**config.mk**
```make
export PLATFORM = sky130hd
export DESIGN_NAME = pc_call_stack
export DESIGN_NICKNAME = d
export VERILOG_FILES = /design/src/rtl/pc_pkg.sv /design/src/rtl/ret_addr_stack.sv /design/src/rtl/pc_call_stack.sv
export SDC_FILE = /design/constraint.sdc
export NUM_CORES = 1
export LEC_CHECK = 0
export CORE_ASPECT_RATIO = 1.25
export CORE_MARGIN = 2
export CORE_UTILIZATION = 50
export DETAILED_ROUTE_END_ITERATION = 8
export DONT_BUFFER_PORTS = 1
export GPL_TIMING_DRIVEN = 0
export HOLD_SLACK_MARGIN = 0.1
export MAX_ROUTING_LAYER = met4
export PLACE_DENSITY = 0.66
export SYNTH_ARGS = -nofsm -noshare
export SYNTH_HDL_FRONTEND = slang
export SYNTH_SLANG_ARGS = --single-unit
```
**constraint.sdc**
```tcl
create_clock -name clk -period 5 [get_ports clk]
set_input_delay 0.75 -clock clk [delete_from_list [all_inputs] [get_ports clk]]
set_output_delay 0.75 -clock clk [all_outputs]
set_load 0.02 [all_outputs]
```
**src/rtl/pc_pkg.sv**
```systemverilog
// rtl/pc_pkg.sv - shared types and op priority encoder for the PC/call-stack block
package pc_pkg;

    localparam int ADDR_W_DEF = 12;

    typedef enum logic [2:0] {
        OP_HOLD,
        OP_INC,
        OP_BRANCH,
        OP_LOAD,
        OP_CALL,
        OP_RET,
        OP_IRQ
    } pc_op_e;

    // Fixed priority: stall > irq_take > ret > call > load > branch_rel > inc > hold.
    // clr sits above all of these and is handled by the registers directly.
    function automatic pc_op_e encode_op(
        input logic stall,
        input logic irq_take,
        input logic ret,
        input logic call,
        input logic load,
        input logic branch_rel,
        input logic inc
    );
        pc_op_e op;
        if (stall)           op = OP_HOLD;
        else if (irq_take)   op = OP_IRQ;
        else if (ret)        op = OP_RET;
        else if (call)       op = OP_CALL;
        else if (load)       op = OP_LOAD;
        else if (branch_rel) op = OP_BRANCH;
        else if (inc)        op = OP_INC;
        else                 op = OP_HOLD;
        return op;
    endfunction

endpackage

```
**src/rtl/ret_addr_stack.sv**
```systemverilog
// rtl/ret_addr_stack.sv - circular return-address LIFO with sticky overflow/underflow flags
module ret_addr_stack
    import pc_pkg::*;
#(
    parameter int ADDR_W = ADDR_W_DEF,
    parameter int DEPTH  = 8
) (
    input  logic                       clk,
    input  logic                       reset,
    input  logic                       clr_i,
    input  logic                       push_i,
    input  logic                       pop_i,
    input  logic [ADDR_W-1:0]          push_data_i,
    output logic [ADDR_W-1:0]          top_o,
    output logic [$clog2(DEPTH+1)-1:0] cnt_o,
    output logic                       full_o,
    output logic                       empty_o,
    output logic                       ovf_o,
    output logic                       unf_o
);

    localparam int PTR_W = $clog2(DEPTH);
    localparam int CNT_W = $clog2(DEPTH + 1);
    localparam logic [PTR_W-1:0] PTR_ONE = PTR_W'(1);
    localparam logic [CNT_W-1:0] CNT_ONE = CNT_W'(1);
    localparam logic [CNT_W-1:0] CNT_MAX = CNT_W'(DEPTH);

    logic [ADDR_W-1:0] mem_q [DEPTH];
    logic [PTR_W-1:0]  ptr_q, ptr_d;
    logic [CNT_W-1:0]  cnt_q, cnt_d;
    logic              ovf_q, ovf_d;
    logic              unf_q, unf_d;
    logic [PTR_W-1:0]  wr_ptr;
    logic              full, empty;

    assign full   = (cnt_q == CNT_MAX);
    assign empty  = (cnt_q == '0);
    assign wr_ptr = ptr_q + PTR_ONE;

    // Pointer, count and sticky-flag next state; pushing when full wraps over the oldest entry.
    always_comb begin
        ptr_d = ptr_q;
        cnt_d = cnt_q;
        ovf_d = ovf_q;
        unf_d = unf_q;
        if (clr_i) begin
            ptr_d = '0;
            cnt_d = '0;
            ovf_d = 1'b0;
            unf_d = 1'b0;
        end else if (push_i) begin
            ptr_d = wr_ptr;
            if (full) ovf_d = 1'b1;
            else      cnt_d = cnt_q + CNT_ONE;
        end else if (pop_i) begin
            if (empty) begin
                unf_d = 1'b1;
            end else begin
                ptr_d = ptr_q - PTR_ONE;
                cnt_d = cnt_q - CNT_ONE;
            end
        end
    end

    // Control registers; async reset empties the stack but leaves RAM contents alone.
    always_ff @(posedge clk or posedge reset) begin
        if (reset) begin
            ptr_q <= '0;
            cnt_q <= '0;
            ovf_q <= 1'b0;
            unf_q <= 1'b0;
        end else begin
            ptr_q <= ptr_d;
            cnt_q <= cnt_d;
            ovf_q <= ovf_d;
            unf_q <= unf_d;
        end
    end

    // Entry storage, written one slot above the current top on every push.
    always_ff @(posedge clk) begin
        if (push_i && !clr_i) mem_q[wr_ptr] <= push_data_i;
    end

    assign top_o   = empty ? '0 : mem_q[ptr_q];
    assign cnt_o   = cnt_q;
    assign full_o  = full;
    assign empty_o = empty;
    assign ovf_o   = ovf_q;
    assign unf_o   = unf_q;

endmodule

```
**src/rtl/pc_call_stack.sv**
```systemverilog
// rtl/pc_call_stack.sv - program counter with branch/call/return/interrupt and return stack
module pc_call_stack
    import pc_pkg::*;
#(
    parameter int                 ADDR_W    = ADDR_W_DEF,
    parameter int                 DEPTH     = 8,
    parameter logic [ADDR_W-1:0]  RESET_VEC = '0,
    parameter logic [ADDR_W-1:0]  IRQ_VEC   = ADDR_W'(1)
) (
    input  logic                       clk,
    input  logic                       reset,
    input  logic                       clr_i,
    input  logic                       stall_i,
    input  logic                       inc_i,
    input  logic                       load_i,
    input  logic                       branch_rel_i,
    input  logic                       call_i,
    input  logic                       ret_i,
    input  logic                       irq_take_i,
    input  logic [ADDR_W-1:0]          new_addr_i,
    input  logic [ADDR_W-1:0]          offset_i,
    output logic [ADDR_W-1:0]          pc_o,
    output logic [ADDR_W-1:0]          stack_top_o,
    output logic [$clog2(DEPTH+1)-1:0] stack_cnt_o,
    output logic                       stack_full_o,
    output logic                       stack_empty_o,
    output logic                       ovf_err_o,
    output logic                       unf_err_o
);

    localparam logic [ADDR_W-1:0] ADDR_ONE = ADDR_W'(1);

    pc_op_e            op;
    logic [ADDR_W-1:0] pc_q, pc_d;
    logic [ADDR_W-1:0] pc_plus1;
    logic              push, pop;
    logic [ADDR_W-1:0] push_data;
    logic [ADDR_W-1:0] top;
    logic              empty;

    assign op       = encode_op(stall_i, irq_take_i, ret_i, call_i, load_i, branch_rel_i, inc_i);
    assign pc_plus1 = pc_q + ADDR_ONE;

    // Stack strobes: call pushes the return address, interrupt entry pushes the interrupted pc.
    always_comb begin
        push      = 1'b0;
        pop       = 1'b0;
        push_data = pc_q;
        if (!clr_i) begin
            unique case (op)
                OP_CALL: begin
                    push      = 1'b1;
                    push_data = pc_plus1;
                end
                OP_IRQ:  push = 1'b1;
                OP_RET:  pop  = 1'b1;
                default: ;
            endcase
        end
    end

    // Next pc; a return on an empty stack leaves the pc where it is.
    always_comb begin
        pc_d = pc_q;
        if (clr_i) begin
            pc_d = RESET_VEC;
        end else begin
            unique case (op)
                OP_INC:    pc_d = pc_plus1;
                OP_BRANCH: pc_d = pc_q + offset_i;
                OP_LOAD:   pc_d = new_addr_i;
                OP_CALL:   pc_d = new_addr_i;
                OP_RET:    if (!empty) pc_d = top;
                OP_IRQ:    pc_d = IRQ_VEC;
                default:   pc_d = pc_q;
            endcase
        end
    end

    // Program counter register.
    always_ff @(posedge clk or posedge reset) begin
        if (reset) pc_q <= RESET_VEC;
        else       pc_q <= pc_d;
    end

    ret_addr_stack #(
        .ADDR_W (ADDR_W),
        .DEPTH  (DEPTH)
    ) u_stack (
        .clk         (clk),
        .reset       (reset),
        .clr_i       (clr_i),
        .push_i      (push),
        .pop_i       (pop),
        .push_data_i (push_data),
        .top_o       (top),
        .cnt_o       (stack_cnt_o),
        .full_o      (stack_full_o),
        .empty_o     (empty),
        .ovf_o       (ovf_err_o),
        .unf_o       (unf_err_o)
    );

    assign pc_o          = pc_q;
    assign stack_top_o   = top;
    assign stack_empty_o = empty;

endmodule

```
==> metrics.md <==
| Metric | Value |
|---|---|
| Status | completed |
| Sequential area share after synthesis | 0.561 |
| ANT cells | 0 |
| WL/cell | 21.7 um |
| Post-synthesis average cell area | 12.8 sq um |
| Total gr overflow | 0 |
| Leak | 2.50 nW |
| Skew final | 12.8 ps |
| Net total in the final layout | 551 |
| Vias | 4131 |
| Detailed-route wire length | 14.6 mm |
| Most numerous cell in the Yosys netlist | edfxtp_1 |
| Via/cell ratio | 6.13 |
| Syn Inst Count | 473 |
| Ys flop type | edfxtp_1 |
| Finished Cell Area | 6970 sq um |
| Flops & latches, synth | 117 |
| Tot Pwr | 2.80 mW |
| Worst vdd ir | 0.253 mV |
| Rel. slew slack | 0.138 |
| Peak Freq | 0.296 GHz |
| Distinct cell type count after synthesis | 61 |
| Setup slack after layout | 1630 ps |
| Die X | 103 um |
| RePlAce Congestion | 0.896 |
| H-tree depth | 4 |
| Core Region | 12000 sq um |
| Max-Cap Viols | 0 |
| DRT iter0 DRCs | 217 |
| Worst hold path class | input port to asynchronous set/reset pin |
| DP Worst Slack | 1570 ps |
| Worst endpoint data arrival time | 3380 ps |
| Post-route ant nets | 0 |
| Gr usage total | 0.244 |
| Initial antenna violation count | 0 |
| Die area | 13100 sq um |
| Mapped Area | 6070 sq um |
| Fillcell total | 961 |
| Cell taking the most area after synthesis | edfxtp_1 |
| Hold buffers post-CTS | 0 |
| Number of remaining DRC errors | 0 |
| CTS tree | yes |
| CTS buffer count | 17 |
| Port buffer count | 0 |
| CP required | 5010 ps |
| Setup Crit Path Kind | register to register |
| CP Max Fanout | 12 |
| Num rows | 45 |
| Worst skew pair latency | 410 ps |
| Setup crit start kind | register |
| Critical Path Sink Type | register |
| First-pass DRT Iterations | 5 |
| Post-CTS Setup Inserts | 0 |
| Global-route wire length before repair | 22.4 mm |
| Root Buffer | clkbuf_16 |
| Sequential Area | 3410 sq um |
| Async set or reset register ratio after synthesis | 0.179 |
| Fin crit share | 0.675 |
| Ys Warns | 0 |
| CTS max path bufs | 2 |
| Synth area leaders | edfxtp_1, dfrtp_1, mux4_2, ha_1, nor2_1 |
| Final slew viol count | 0 |
| Pwr dens | 402 nW/um^2 |
| Period minus WS final | 3370 ps |
| Area of the multi-input gates | 2550 sq um |
| RSZ-0062 raised after global routing | no |
| CTS sink count | 117 |
| Hpwl dp | 10.7 mm |
| Post-synth EDFFs | 96 |
| Placed cell areas | 6380 sq um |
| Chip height | 127 um |
| Worst slew pin tran | 1290 ps |
| Synth top cells by count | edfxtp_1, nor2_1, nand2_1 |
| Largest net degree at the start of global routing | 22 |
| Synthesized Nets | 525 |
| Top-Level Pins | 66 |
| Starting density of the core | 0.507 |
| Share of post-route cells with drive strength above 1 | 0.159 |
| Vias in the first global route | 4173 |
| CTS clk-pin slew, worst paths | 50 ps |
| Final Hold Viols | 0 |
| Yosys top cell area share | 0.475 |
| Area Growth Syn to Fin | 14.8% |
| Post-cts sizing count | 0 |
| Fin Setup TNS | 0 ps |
| Final setup fails | 0 |
-- stage by stage --
stage               hold slack [ps]  instances   util
CTS                             410        674  0.581
floorplan                       602        473      -
global placement                641        637  0.524
detailed placement              646        644  0.532
finish                          393        674  0.581
global route                    448        674  0.581
-- area by class of cell --
cell class | count | area share
Inverter | 14 | 0.00754
Clock inverter | 11 | 0.0228
Sequential cell | 117 | 0.489
Multi-Input combinational cell | 322 | 0.366
Buffer | 20 | 0.0133
Timing Repair Buffer | 7 | 0.00969
Clock buffer | 19 | 0.0621
Tap cell | 164 | 0.0294
-- routing by layer --
layer,wire (um),GRT usage
met1,5780,0.282
met2,7600,0.403
met3,766,0.0569
met4,487,0.107
met5,0,-
-- registers in the layout, indices dropped and copies added, names as in the netlist --
name / count
u_stack.mem_q: 96
pc_o: 12
u_stack.cnt_o: 4
u_stack.ptr_q: 3
u_stack.ovf_o: 1
u_stack.unf_o: 1
-- cells in the final DEF, fill, tap and decap left out, drive strengths merged, types with 12 or more instances in the layout --
cell type / Yosys / layout
ha: 16 / 16
edfxtp: 96 / 96
o21ai: 23 / 23
clkbuf: 11 / 30
nand2: 35 / 35
dfrtp: 21 / 21
buf: 9 / 16
a21oi: 31 / 31
nand3: 14 / 14
xnor2: 12 / 12
mux2i: 12 / 12
nor3: 16 / 16
mux4: 24 / 24
inv: 13 / 14
nor2: 43 / 43
-- worst max-delay path, cell delays in order (launching register included) --
cell,delay [ps]
dfrtp_1,470
buf_4,270
buf_2,330
inv_1,130
ha_1,290
clkbuf_1,320
nand2_1,150
nor2_1,990
-- power by group --
group	leakage (nW)	switching (mW)	total (mW)	internal, mW
combinational	1.04	0.282	0.435	0.153
clock	0.288	0.400	1.22	0.821
sequential	1.17	0.0530	1.15	1.09
-- final timing paths --
path                                              start                              to  slack (ps)  depth (start not counted)
max                        u_stack.ptr_q[0]$_DFFE_PP0P_  u_stack.mem_q[6][11]$_DFFE_PP_        1630                          7
min                                               reset    u_stack.cnt_o[0]$_DFFE_PP0P_         390                          1
max reg2reg                u_stack.ptr_q[0]$_DFFE_PP0P_  u_stack.mem_q[6][11]$_DFFE_PP_        1630                          7
min reg2reg                   u_stack.ovf_o$_DFFE_PP0P_       u_stack.ovf_o$_DFFE_PP0P_         660                          2
max in group asynchronous                         reset             pc_o[1]$_DFFE_PP0P_        4080                          1
min in group clk                          new_addr_i[5]             pc_o[5]$_DFFE_PP0P_         550                          2
-- logic make-up (layout without fill, tap and decap cells) --
| logic type | after synthesis | after routing | share of synthesized area |
|---|---|---|---|
| simple gates | 141 | 141 | 0.117 |
| flops | 117 | 117 | 0.561 |
| mux | 37 | 37 | 0.111 |
| compound gates | 103 | 103 | 0.114 |
| buf+inv | 34 | 71 | 0.0239 |
| fa+ha+maj | 18 | 18 | 0.0395 |
| xor+xnor | 23 | 23 | 0.0332 |
Note: power is estimated with default switching activity, not from simulation.
